===== config.mk =====
export PLATFORM = sky130hd
export DESIGN_NAME = alu_share_ctrl
export DESIGN_NICKNAME = d
export VERILOG_FILES = /design/src/rtl/alu_share_ctrl.sv
export SDC_FILE = /design/constraint.sdc
export NUM_CORES = 1
export LEC_CHECK = 0
export ABC_CLOCK_PERIOD_IN_PS = 5590
export CORE_MARGIN = 5
export CORE_UTILIZATION = 42
export CTS_BUF_LIST = sky130_fd_sc_hd__clkbuf_8
export DETAILED_ROUTE_END_ITERATION = 16
export HOLD_SLACK_MARGIN = 0.15
export PLACE_DENSITY_LB_ADDON = 0.1
export SLEW_MARGIN = 20
export SYNTH_ARGS = -nofsm -noshare
export SYNTH_HDL_FRONTEND = slang
export SYNTH_SLANG_ARGS = --single-unit

===== constraint.sdc =====
create_clock -name clk -period 5.59 [get_ports clk]
set_input_delay 0.8385 -clock clk [delete_from_list [all_inputs] [get_ports clk]]
set_output_delay 0.8385 -clock clk [all_outputs]
set_load 0.1 [all_outputs]

===== src/rtl/alu_share_ctrl.sv =====
// alu_share_ctrl: round-robin sequencer for one shared combinational ALU.
// Two requesters (0 = main datapath, 1 = branch/address unit) compete for
// the ALU. The winner's op and operands are latched and drive the ALU for
// one cycle, or for MUL_LAT cycles on multiply. The result is then
// registered and returned with a one-cycle done pulse.
module alu_share_ctrl #(
  parameter int W       = 32,
  parameter int MUL_LAT = 3
) (
  input  logic         clk,
  input  logic         rst_n,
  input  logic         req0,
  input  logic [3:0]   op0,
  input  logic [W-1:0] a0,
  input  logic [W-1:0] b0,
  input  logic         req1,
  input  logic [3:0]   op1,
  input  logic [W-1:0] a1,
  input  logic [W-1:0] b1,
  output logic         done0,
  output logic         done1,
  output logic [W-1:0] rsp_data,
  output logic         rsp_zero,
  output logic         rsp_err,
  output logic         busy,
  output logic [3:0]   alu_cntrl,
  output logic [W-1:0] data_1,
  output logic [W-1:0] data_2,
  input  logic [W-1:0] alu_out,
  input  logic         zero
);

  typedef enum logic [1:0] {IDLE, EXEC, RESP} state_e;

  localparam logic [3:0] OP_MUL  = 4'b0100;
  localparam logic [3:0] MUL_CNT = 4'(MUL_LAT - 1);

  state_e       state_q, state_d;
  logic         rr_q, rr_d;
  logic         id_q, id_d;
  logic [3:0]   cnt_q, cnt_d;
  logic [3:0]   cntrl_q, cntrl_d;
  logic [W-1:0] d1_q, d1_d;
  logic [W-1:0] d2_q, d2_d;
  logic [W-1:0] rsp_data_q, rsp_data_d;
  logic         rsp_zero_q, rsp_zero_d;
  logic         rsp_err_q, rsp_err_d;

  logic         gnt_id;
  logic [3:0]   gnt_op;

  // Winner when in IDLE: lone requester, else the round-robin pointer.
  always_comb begin
    gnt_id = (req0 && req1) ? rr_q : req1;
    gnt_op = gnt_id ? op1 : op0;
  end

  // State register.
  always_ff @(posedge clk or negedge rst_n) begin
    if (!rst_n) begin
      state_q <= IDLE;
    end else begin
      state_q <= state_d;
    end
  end

  // Datapath registers: latched grant, ALU drive, response and arbiter pointer.
  always_ff @(posedge clk or negedge rst_n) begin
    if (!rst_n) begin
      rr_q       <= 1'b0;
      id_q       <= 1'b0;
      cnt_q      <= '0;
      cntrl_q    <= '0;
      d1_q       <= '0;
      d2_q       <= '0;
      rsp_data_q <= '0;
      rsp_zero_q <= 1'b0;
      rsp_err_q  <= 1'b0;
    end else begin
      rr_q       <= rr_d;
      id_q       <= id_d;
      cnt_q      <= cnt_d;
      cntrl_q    <= cntrl_d;
      d1_q       <= d1_d;
      d2_q       <= d2_d;
      rsp_data_q <= rsp_data_d;
      rsp_zero_q <= rsp_zero_d;
      rsp_err_q  <= rsp_err_d;
    end
  end

  // Next-state logic: grant in IDLE, count down in EXEC, release in RESP.
  always_comb begin
    state_d    = state_q;
    rr_d       = rr_q;
    id_d       = id_q;
    cnt_d      = cnt_q;
    cntrl_d    = cntrl_q;
    d1_d       = d1_q;
    d2_d       = d2_q;
    rsp_data_d = rsp_data_q;
    rsp_zero_d = rsp_zero_q;
    rsp_err_d  = rsp_err_q;
    unique case (state_q)
      IDLE: begin
        if (req0 || req1) begin
          id_d    = gnt_id;
          cntrl_d = gnt_op;
          d1_d    = gnt_id ? a1 : a0;
          d2_d    = gnt_id ? b1 : b0;
          cnt_d   = (gnt_op == OP_MUL) ? MUL_CNT : '0;
          state_d = EXEC;
        end
      end
      EXEC: begin
        if (cnt_q != '0) begin
          cnt_d = cnt_q - 4'd1;
        end else begin
          // Illegal ops report a fixed zero result so whatever the ALU
          // produced for an unknown code never reaches the requester.
          if (cntrl_q <= OP_MUL) begin
            rsp_data_d = alu_out;
            rsp_zero_d = zero;
            rsp_err_d  = 1'b0;
          end else begin
            rsp_data_d = '0;
            rsp_zero_d = 1'b1;
            rsp_err_d  = 1'b1;
          end
          state_d = RESP;
        end
      end
      RESP: begin
        rr_d    = ~id_q;
        state_d = IDLE;
      end
      default: state_d = IDLE;
    endcase
  end

  // Outputs: done pulses decoded from RESP, everything else from registers.
  always_comb begin
    done0     = (state_q == RESP) && !id_q;
    done1     = (state_q == RESP) &&  id_q;
    busy      = (state_q != IDLE);
    rsp_data  = rsp_data_q;
    rsp_zero  = rsp_zero_q;
    rsp_err   = rsp_err_q;
    alu_cntrl = cntrl_q;
    data_1    = d1_q;
    data_2    = d2_q;
  end

endmodule


==> impl_results.rst, run 1 <==
.. list-table::
   :header-rows: 1

   * - Metric
     - Value
   * - Outcome
     - complete, no violations
   * - Critical-path maximum fanout
     - 6
   * - Synthesized area per cell
     - about 11 µm²
   * - Count of filler cells inserted in the layout
     - ~840
   * - Antenna Nets Post-Route
     - 0
   * - Horizontal extent of the die
     - roughly 120 µm
   * - Worst-Skew Late Latency
     - 360 ps
   * - Overall routing resource usage
     - 20.58%
   * - Full die area
     - ~13,000 µm²
   * - Post-DP HPWL
     - about 11,000 µm
   * - Syn nets
     - about 600
   * - Logic depth of the worst path, buffers included
     - 2
   * - Post-CTS sizing
     - 0
   * - Cell count after synthesis
     - 420
   * - Setup clock skew after layout
     - roughly 22 ps
   * - Actual transition at the worst max-transition pin
     - approximately 1000 ps
   * - Main combinational cell family by area after synthesis
     - multiplexers
   * - Vias in the first global route
     - around 4,200
   * - Antenna violations before repair
     - 0
   * - TritonCTS sink count
     - 110
   * - Number of nets in the layout
     - 856
   * - Simple-gate portion of the synthesized area
     - ~8.5%
   * - Clock tree from TritonCTS
     - done
   * - Share of the synthesized netlist area taken by xor and xnor gates
     - less than 1%
   * - Unrepaired setup endpoints after global routing
     - false
   * - Top library cells by usage in the layout, fill and taps aside
     - sky130_fd_sc_hd__clkdlybuf4s50_1 (276), sky130_fd_sc_hd__dfrtp_1 (110), sky130_fd_sc_hd__nand2_1 (72), sky130_fd_sc_hd__mux2i_1 (70), sky130_fd_sc_hd__o21ai_0 (70)
   * - Highest Clock Rate
     - between 0.3 and 0.4 GHz
   * - Initial DRT Pass Iterations
     - 4
   * - Synth Area in Compound Gates
     - ~14%
   * - Capturing element type of the critical path
     - output port
   * - Cell types with the largest area share after synthesis
     - sky130_fd_sc_hd__dfrtp_1 (58%), sky130_fd_sc_hd__mux2i_1 (15%), sky130_fd_sc_hd__o21ai_0 (7.5%)
   * - Final clock period utilization by the worst path
     - a little over half
   * - Post-route DRC
     - 0
   * - Final global-route overflow total
     - 0
   * - Required time at the worst-slack endpoint
     - 4750 ps
   * - Async set-or-reset flop fraction in the synthesized netlist
     - between 90% and 100%
   * - Hold violation count in the final report
     - 0
   * - Routed wire length
     - roughly 14,000 µm
   * - Count of input and output buffers
     - roughly 280
   * - Biggest cell delay along the critical path
     - 1200 ps
   * - Critical path buffer and inverter count
     - 1
   * - Worst R2R Path Depth
     - 7
   * - Proportion of layout cells with a drive suffix above 1
     - under 10%
   * - Via count of the routed design
     - about 4,100
   * - Class of the worst hold path
     - input pin to asynchronous set/reset pin
   * - Register bit total from synthesis
     - 110
   * - Cell family contributing the most delay on the critical path
     - buffers and inverters
   * - Iter 0 DRT Violations
     - between 150 and 200
   * - Area grow syn2layout
     - 64.83%
   * - Proportion of synthesized area in mux cells
     - approximately 15%
   * - Setup bufs post-CTS
     - 0
   * - Largest net degree at the start of global routing
     - ~100
   * - Cell chosen for the clock root
     - sky130_fd_sc_hd__clkbuf_8
   * - WS Path Type
     - flop to output port
   * - Synth cell types
     - 26
   * - Number of buffers added to fix hold violations after cts
     - 0
   * - Most common cell after layout, fill and taps aside
     - sky130_fd_sc_hd__clkdlybuf4s50_1
   * - Number of primary I/O pins
     - 278
   * - Setup slack of the most critical reg-to-reg path
     - 2630 ps
   * - Max-Cap Viols
     - 0
   * - Critical Path, Cell by Cell
     - nor3b_1 -> clkdlybuf4s50_1
   * - Total number of H-tree levels
     - 3
   * - First-pass GRT wire length
     - ~22,000 µm
   * - Core Footprint
     - roughly 11,000 µm²
   * - Final RePlAce weighted congestion
     - slightly below 0.8
   * - Period minus WS final
     - roughly 3000 ps
   * - Standard cell with the maximum stage delay on the critical path
     - sky130_fd_sc_hd__clkdlybuf4s50_1
   * - Floorplan row count
     - 38
   * - Yosys warns
     - 0
   * - Antenna diodes
     - 0
   * - Via count normalized by instance count
     - around 4.9
   * - Top cell type's share of synthesized area
     - 58.36%
   * - Relative slew slack
     - 30.33%
   * - Number of max-slew violations in the final report
     - 0
   * - Total Negative Setup Slacks
     - 0 ps
   * - Clock Pin Slew Worst Setup and Hold Paths
     - 110 ps
   * - Biggest area consumer among synthesized cells
     - sky130_fd_sc_hd__dfrtp_1
   * - Most frequently used flop master after synthesis
     - sky130_fd_sc_hd__dfrtp_1
   * - Endpoint arrival time on the critical path
     - about 2200 ps
   * - Buffer levels on the longest clock path
     - 2
   * - Post-synthesis instance area
     - approximately 4700 µm²
   * - Share of synthesized cell area in full adder, half adder and majority cells
     - less than 1%
   * - Die Span Y
     - about 120 µm
   * - DR WL/cell
     - around 17 µm
   * - CP startpoint kind
     - flop
   * - Clock buffer count from CTS
     - 9
   * - Sequential share of the synthesized area
     - between 50 and 60%
   * - Initial Util
     - 43.14%
   * - Number of synthesized flops with an enable pin
     - 0
   * - # setup viols final
     - 0
## final cells by class
type / count / area (µm²) / share of cell area, %
Clock buffer: 9 / 123.9 / 1.593
Sequential cell: 110 / 2753 / 35.40
Inverter: 6 / 22.52 / 0.2897
Clock inverter: 7 / 78.83 / 1.014
Tap cell: 140 / 175.2 / 2.253
Multi-Input combinational cell: 273 / 1810 / 23.29
Timing Repair Buffer: 281 / 2811 / 36.16
## path summary, 6_finish.rpt
check	startpoint	endpoint
setup / recovery	state_q[1]	done0
hold / removal	rst_n	data_2[12]
setup reg to reg	cnt_q[0]	rsp_data[9]
hold reg to reg	data_1[2]	data_1[2]
max in group asynchronous	rst_n	data_2[7]
min in group clk	data_1[2]	data_1[2]
## worst reg2reg max path, cell delays in order (launching register included)
cell	delay (ps)
sky130_fd_sc_hd__dfrtp_1	420
sky130_fd_sc_hd__inv_1	90
sky130_fd_sc_hd__ha_1	130
sky130_fd_sc_hd__or3b_1	370
sky130_fd_sc_hd__or3_2	750
sky130_fd_sc_hd__nor3_4	730
sky130_fd_sc_hd__buf_8	240
sky130_fd_sc_hd__a22o_1	160
## sequential cells by signal (all words and copies together) (netlist names)
register,count
alu_cntrl,4
cnt_q,4
data_2,32
rsp_data,32
id_q,1
state_q,2
data_1,32
rr_q,1
rsp_err,1
rsp_zero,1
## synth_stat cells (2+ instances only)
library cell / count
sky130_fd_sc_hd__nand3_1: 3
sky130_fd_sc_hd__nor2_1: 7
sky130_fd_sc_hd__nor4b_1: 2
sky130_fd_sc_hd__buf_6: 4
sky130_fd_sc_hd__a22o_1: 32
sky130_fd_sc_hd__o21ai_0: 71
sky130_fd_sc_hd__inv_1: 6
sky130_fd_sc_hd__ha_1: 2
sky130_fd_sc_hd__clkbuf_1: 26
sky130_fd_sc_hd__a21oi_1: 2
sky130_fd_sc_hd__nand2_1: 72
sky130_fd_sc_hd__mux2i_1: 70
sky130_fd_sc_hd__dfrtp_1: 110
## metrics by stage
| stage | area [µm²] | utilization (%) | hold WS (ps) | instances | setup slack, ps |
|---|---|---|---|---|---|
| floorplan | 4717 | - | 442.9 | 420 | 2155 |
| global placement | 7552 | 69.06 | 460.1 | 809 | 2432 |
| finish | 7775 | 71.10 | 472.3 | 826 | 2558 |
| global route | 7775 | 71.10 | 505.1 | 826 | 2434 |
| CTS | 7755 | 70.92 | 486.7 | 825 | 2251 |
| detailed placement | 7552 | 69.06 | 469.5 | 809 | 2271 |
## layer usage
| layer | track usage (%) | share of wire (%) | vias up | wire, µm |
|---|---|---|---|---|
| li1 | - | - | 1988 | - |
| met4 | 6.110 | 2.0 | 0 | 284 |
| met2 | 35.75 | 49 | 183 | 6928 |
| met5 | 0 | 0 | - | 0 |
| met1 | 23.72 | 37 | 1887 | 5198 |
| met3 | 7.781 | 12 | 16 | 1694 |
## cell families (layout without fill, tap and decap cells)
logic type | count (synthesis) | in the layout
xor gates and xnor gates | 1 | 1
and+or+nand+nor | 93 | 93
muxes | 70 | 70
DFF | 110 | 110
buffers and inverters | 37 | 303
AOI/OAI and AO/OA | 107 | 107
adders and majority gates | 2 | 2
Power of run 1 is not shown: default switching activity piles up to over one toggle a cycle in this logic, so the estimate is an artifact.
==> inputs of run 2 (changes only) <==
--- a/config.mk
+++ b/config.mk
@@ -5,9 +5,9 @@
 export SDC_FILE = /design/constraint.sdc
 export NUM_CORES = 1
 export LEC_CHECK = 0
-export ABC_CLOCK_PERIOD_IN_PS = 5590
+export ABC_CLOCK_PERIOD_IN_PS = 3000
 export CORE_MARGIN = 5
-export CORE_UTILIZATION = 42
+export CORE_UTILIZATION = 39
 export CTS_BUF_LIST = sky130_fd_sc_hd__clkbuf_8
 export DETAILED_ROUTE_END_ITERATION = 16
 export HOLD_SLACK_MARGIN = 0.15
==> constraint.sdc (replaced) <==
create_clock -name clk -period 3 [get_ports clk]
set_input_delay 0.45 -clock clk [delete_from_list [all_inputs] [get_ports clk]]
set_output_delay 0.45 -clock clk [all_outputs]
set_load 0.1 [all_outputs]
==> impl_results.rst, run 2 (synthesized netlist as in run 1, its figures left out) <==
.. list-table::
   :header-rows: 1

   * - Metric
     - Value
   * - Highest Clock Rate
     - ~0.45 GHz
   * - # setup viols final
     - 0 (unchanged)
   * - Most common cell after layout, fill and taps aside
     - sky130_fd_sc_hd__clkdlybuf4s50_1
   * - Critical path buffer and inverter count
     - 2 (+1)
   * - Number of nets in the layout
     - 860 (+0.47%)
   * - Summed area of non-filler cells in the final layout
     - 7590 µm² (-2.4%)
   * - Number of max-slew violations in the final report
     - 0 (unchanged)
   * - Critical Path, Cell by Cell
     - inv_1 -> ha_1 -> or3b_1 -> or3_1 -> nor3_4 -> buf_4 -> a22o_1
   * - Capturing element type of the critical path
     - flop
   * - Worst-Skew Late Latency
     - 370 ps (about the same)
   * - Max-Cap Viols
     - 0 (unchanged)
   * - Metal-1 WL
     - 5310 µm (+2.2%)
   * - Class of the worst hold path
     - flop to flop
   * - Buffer levels on the longest clock path
     - 2 (unchanged)
   * - WS Path Type
     - flop to flop
   * - Horizontal extent of the die
     - 120.0 µm (+3.4%)
   * - CP startpoint kind
     - flop
   * - Logic depth of the worst path, buffers included
     - 7 (+5)
   * - Critical-path maximum fanout
     - 34 (+28)
   * - Cell family contributing the most delay on the critical path
     - simple AND/OR/NAND/NOR gates
   * - Number of primary I/O pins
     - 278 (unchanged)
   * - Setup clock skew after layout
     - 15.31 ps (-6.700 ps)
   * - Relative slew slack
     - 65.43% (+35 points)
   * - Post-route DRC
     - 0 (unchanged)
   * - Iter 0 DRT Violations
     - 243 (+23%)
   * - First-pass GRT wire length
     - 21,720 µm (+0.45%)
   * - Post-CTS sizing
     - 0 (unchanged)
   * - Antenna Nets Post-Route
     - 0 (unchanged)
   * - Via count normalized by instance count
     - 4.827 (-2.1%)
   * - Initial DRT Pass Iterations
     - 4 (unchanged)
   * - Inst Count DP
     - 820 (+1.4%)
   * - Vias in the first global route
     - 4,244 (-0.071%)
   * - Core Footprint
     - 11,910 µm² (+8.9%)
   * - Total Negative Setup Slacks
     - 0 ps (unchanged)
   * - Count of input and output buffers
     - 277 (unchanged)
   * - Final RePlAce weighted congestion
     - 0.7324 (-7.9%)
   * - Routed wire length
     - 13,930 µm (-1.3%)
   * - Final global-route overflow total
     - 0 (unchanged)
   * - Count of placed standard cells in the final layout, fillers left out
     - 837 (+1.3%)
   * - Via count of the routed design
     - 4,040 (-0.83%)
   * - Total number of H-tree levels
     - 3 (unchanged)
   * - Worst hold path depth
     - 2
   * - Clock buffer count from CTS
     - 9 (unchanged)
   * - Endpoint arrival time on the critical path
     - 2500 ps (+310 ps)
   * - Hold violation count in the final report
     - 0 (unchanged)
   * - Required time at the worst-slack endpoint
     - 3300 ps (-1450 ps)
   * - Area post-placement
     - 7371 µm² (-2.4%)
   * - Overall routing resource usage
     - 19.01% (-1.6 points)
   * - Final clock period utilization by the worst path
     - 73.36%
   * - Initial Util
     - 39.60% (-3.5 points)
   * - Sum of met2 wire segment lengths after detailed routing
     - 6856 µm (-1.0%)
   * - TritonCTS sink count
     - 110 (unchanged)
   * - Unrepaired setup endpoints after global routing
     - false
   * - Final core utilization
     - 63.72% (-7.4 points)
   * - Worst R2R Path Depth
     - 7 (unchanged)
   * - Standard cell with the maximum stage delay on the critical path
     - sky130_fd_sc_hd__dfrtp_1
   * - Full die area
     - 14,390 µm² (+7.0%)
   * - Proportion of layout cells with a drive suffix above 1
     - 19.42% (+16 points)
   * - Actual transition at the worst max-transition pin
     - 518.5 ps (-523.3 ps)
   * - Die Span Y
     - 120.0 µm (+3.4%)
   * - Clock Pin Slew Worst Setup and Hold Paths
     - 100 ps (about the same)
   * - Outcome
     - complete, no violations
   * - Routed length on met3
     - 1486 µm (-12%)
   * - Biggest cell delay along the critical path
     - 420 ps (-780 ps)
   * - Post-DP HPWL
     - 10,980 µm (-1.9%)
   * - Area grow syn2layout
     - 60.90%
   * - DR WL/cell
     - 16.64 µm (-2.6%)
   * - Period minus WS final
     - ~2200 ps
   * - DR top layer
     - met4
   * - Setup bufs post-CTS
     - 0 (unchanged)
   * - Antenna violations before repair
     - 0 (unchanged)
   * - Cell chosen for the clock root
     - sky130_fd_sc_hd__clkbuf_8
   * - Largest net degree at the start of global routing
     - 85 (-16%)
   * - Antenna diodes
     - 0 (unchanged)
   * - Floorplan row count
     - 40 (+5.3%)
   * - Clock tree from TritonCTS
     - done
   * - Top library cells by usage in the layout, fill and taps aside
     - sky130_fd_sc_hd__clkdlybuf4s50_1 (171), sky130_fd_sc_hd__dfrtp_1 (110), sky130_fd_sc_hd__buf_4 (110), sky130_fd_sc_hd__nand2_1 (72)
-- run 2: cell count changes in the layout (fill, tap and decap cells not counted), sizes merged --
cell           before  now
bufinv              0    1
clkdlybuf4s50     276  171
buf                 5  113
inv                 8   11
dlygate4sd3         0    1
clkinv              5    1
-- run 2: final timing paths --
path                            slack, ps           to  startpoint
worst min register to register        490   data_2[21]  data_2[21]
worst min-delay path                  490   data_2[21]  data_2[21]
worst max register to register        800  rsp_data[3]    cnt_q[0]
min in group asynchronous             580    data_2[0]       rst_n
worst max-delay path                  800  rsp_data[3]    cnt_q[0]
max in group asynchronous            1660   data_1[26]       rst_n
-- run 2: per-layer routing --
layer / track usage, % / vias to the layer above
li1: - / 1993
met1: 21.40 / 1849
met2: 32.67 / 178
met3: 7.540 / 20
met4: 6.657 / 0
met5: 0 / -
-- run 2: worst register-to-register path, cell delays in order, from the launching register on --
cell and delay (ps):
sky130_fd_sc_hd__dfrtp_1 420, sky130_fd_sc_hd__inv_1 100, sky130_fd_sc_hd__ha_1 140, sky130_fd_sc_hd__or3b_1 370, sky130_fd_sc_hd__or3_1 390, sky130_fd_sc_hd__nor3_4 170, sky130_fd_sc_hd__buf_4 350, sky130_fd_sc_hd__a22o_1 210
-- run 2: cell type report --
type / count / area (µm²)
Timing Repair Buffer: 285 / 2608
Clock buffer: 9 / 123.9
Clock inverter: 7 / 85.08
Sequential cell: 110 / 2753
Tap cell: 147 / 183.9
Inverter: 6 / 22.52
Multi-Input combinational cell: 273 / 1814
Fill cell: 995 / 4322
-- run 2: repair_timing --
item	4_1_cts	5_1_grt
setup endpoints to repair	0	0
hold endpoints to repair	39	0
hold buffers	1	0
-- run 2: per-stage QoR --
stage | hold WS, ps | setup slack, ps
global route | 514.6 | 638.3
floorplan | 154.4 | 931.6
global placement | 458.5 | 887.5
CTS | 496.9 | 784.6
finish | 490.5 | 799.2
detailed placement | 465.9 | 812.0
Power of run 2 is left out for the same reason.
==> inputs of run 3 (changes only) <==
--- a/config.mk
+++ b/config.mk
@@ -5,7 +5,7 @@
 export SDC_FILE = /design/constraint.sdc
 export NUM_CORES = 1
 export LEC_CHECK = 0
-export ABC_CLOCK_PERIOD_IN_PS = 3000
+export ABC_CLOCK_PERIOD_IN_PS = 2200
 export CORE_MARGIN = 5
 export CORE_UTILIZATION = 39
 export CTS_BUF_LIST = sky130_fd_sc_hd__clkbuf_8
==> constraint.sdc (replaced) <==
create_clock -name clk -period 2.2 [get_ports clk]
set_input_delay 0.33 -clock clk [delete_from_list [all_inputs] [get_ports clk]]
set_output_delay 0.33 -clock clk [all_outputs]
set_load 0.1 [all_outputs]
==> impl_results.rst, run 3 (synthesized netlist as in run 1, its figures left out) <==
.. list-table::
   :header-rows: 1

   * - Metric
     - Value
   * - Setup WS post-layout
     - 141.0 ps (-658.2 ps)
   * - Via count of the routed design
     - 4,068 (+0.69%)
   * - Capturing element type of the critical path
     - flop
   * - Biggest cell delay along the critical path
     - 420 ps (about the same)
   * - Setup clock skew after layout
     - 15.92 ps (+0.6087 ps)
   * - Number of primary I/O pins
     - 278 (unchanged)
   * - Endpoint arrival time on the critical path
     - 2360 ps (-140 ps)
   * - DR WL/cell
     - 16.54 µm (-0.60%)
   * - # setup viols final
     - 0 (unchanged)
   * - Proportion of layout cells with a drive suffix above 1
     - 19.65% (+0.23 points)
   * - Clock Pin Slew Worst Setup and Hold Paths
     - 120 ps (+20 ps)
   * - Number of max-slew violations in the final report
     - 0 (unchanged)
   * - Final RePlAce weighted congestion
     - 0.7419 (+1.3%)
   * - Via count normalized by instance count
     - 4.849 (+0.45%)
   * - Routed wire length
     - 13,880 µm (-0.36%)
   * - Antenna diodes
     - 0 (unchanged)
   * - Core Footprint
     - 11,910 µm² (unchanged)
   * - Class of the worst hold path
     - input pin to asynchronous set/reset pin
   * - Final clock period utilization by the worst path
     - 93.59% (+20 points)
   * - Unrepaired setup endpoints after global routing
     - false
   * - Setup bufs post-CTS
     - 0 (unchanged)
   * - Final core utilization
     - 64.43% (+0.71 points)
   * - Full die area
     - 14,390 µm² (unchanged)
   * - Antenna violations before repair
     - 0 (unchanged)
   * - Buffer levels on the longest clock path
     - 2 (unchanged)
   * - Antenna Nets Post-Route
     - 0 (unchanged)
   * - Clock tree from TritonCTS
     - done
   * - WS Path Type
     - flop to flop
   * - Outcome
     - complete, no violations
   * - Critical Path, Cell by Cell
     - inv_1 -> ha_1 -> or3b_1 -> or3_1 -> nor3_4 -> buf_12 -> a22o_1
   * - Most common cell after layout, fill and taps aside
     - sky130_fd_sc_hd__clkdlybuf4s50_1
   * - Post-DP HPWL
     - 11,120 µm (+1.3%)
   * - Top library cells by usage in the layout, fill and taps aside
     - sky130_fd_sc_hd__clkdlybuf4s50_1 (171), sky130_fd_sc_hd__dfrtp_1 (110), sky130_fd_sc_hd__buf_4 (108), sky130_fd_sc_hd__nand2_1 (72)
   * - Critical-path maximum fanout
     - 34 (unchanged)
   * - CP startpoint kind
     - flop
   * - Highest Clock Rate
     - 0.4857 GHz (+6.9%)
   * - Relative slew slack
     - 65.15% (-0.29 points)
   * - First-pass GRT wire length
     - 21,780 µm (+0.25%)
   * - TritonCTS sink count
     - 110 (unchanged)
   * - Standard cell with the maximum stage delay on the critical path
     - sky130_fd_sc_hd__dfrtp_1
   * - Period minus WS final
     - 2059 ps (-141.8 ps)
   * - Max-Cap Viols
     - 0 (unchanged)
   * - Setup WS pre-CTS
     - 159.6 ps (-652.4 ps)
   * - Largest net degree at the start of global routing
     - 85 (unchanged)
   * - Die Span Y
     - 120.0 µm (unchanged)
   * - Actual transition at the worst max-transition pin
     - 522.8 ps (+4.280 ps)
   * - Clock buffer count from CTS
     - 9 (unchanged)
   * - Initial Util
     - 39.60% (unchanged)
   * - Total Negative Setup Slacks
     - 0 ps (unchanged)
   * - Count of input and output buffers
     - 277 (unchanged)
   * - Required time at the worst-slack endpoint
     - 2500 ps (-800 ps)
   * - Total number of H-tree levels
     - 3 (unchanged)
   * - Post-route DRC
     - 0 (unchanged)
   * - Worst R2R Path Depth
     - 7 (unchanged)
   * - Cell chosen for the clock root
     - sky130_fd_sc_hd__clkbuf_8
   * - Hold violation count in the final report
     - 0 (unchanged)
   * - Horizontal extent of the die
     - 120.0 µm (unchanged)
   * - Overall routing resource usage
     - 19.05% (+0.039 points)
   * - Vias in the first global route
     - 4,174 (-1.6%)
   * - Initial DRT Pass Iterations
     - 4 (unchanged)
   * - Final global-route overflow total
     - 0 (unchanged)
   * - Number of nets in the layout
     - 862 (+0.23%)
   * - Floorplan row count
     - 40 (unchanged)
   * - Area grow syn2layout
     - 62.71%
   * - Worst-Skew Late Latency
     - 370 ps (about the same)
   * - Iter 0 DRT Violations
     - 236 (-2.9%)
run 3: cell types whose count changed in the layout (fill, tap and decap cells not counted), sizes merged:
cell / before / now
buf: 113 / 115
clkinv: 1 / 4
inv: 11 / 8
run 3: layer usage:
metal	track usage, %	wire [µm]
met1	23.20	5522
met2	31.54	6772
met3	7.304	1374
met4	5.369	210
met5	0	0
run 3: worst paths after layout:
check                                start     endpoint  slack, ps
worst max register to register    cnt_q[0]  rsp_data[7]        140
max in group asynchronous            rst_n   data_2[24]       1110
worst min-delay path                 rst_n   data_2[15]        450
worst min register to register  data_1[30]   data_1[30]        490
worst max-delay path              cnt_q[0]  rsp_data[7]        140
min in group clk                data_1[30]   data_1[30]        490
run 3: through the flow:
step,hold slack (ps),std cells,instance area (µm²)
3_3_place_gp,327.0,822,7436
6_report,453.6,839,7675
4_1_cts,460.9,839,7675
2_1_floorplan,34.41,420,4722
3_5_place_dp,337.1,822,7436
5_1_grt,483.0,839,7675
run 3: area by class of cell:
class                      instances  area [µm²]
inverter                           6       22.52
clock inverter                     7       105.1
fill                             997        4237
clock buffer                       9       123.9
multi-input combinational        273        1814
sequential                       110        2753
timing repair buffer             287        2673
tap                              147       183.9
run 3: critical path, delay by kind of cell, from the launching register on:
| family | cells | cell delay, ps |
|---|---|---|
| AO/OA/AOI/OAI | 1 | 150 |
| adder cells (fa/ha/maj) | 1 | 140 |
| buffers and inverters | 2 | 310 |
| flip-flops | 1 | 420 |
| AND/OR/NAND/NOR | 3 | 980 |
run 3: repair_timing:
| item | CTS | global route |
|---|---|---|
| hold endpoints to repair | 35 | 0 |
| hold buffers | 1 | 0 |
| gates resized for setup | 0 | 0 |
Power of run 3 is left out for the same reason.
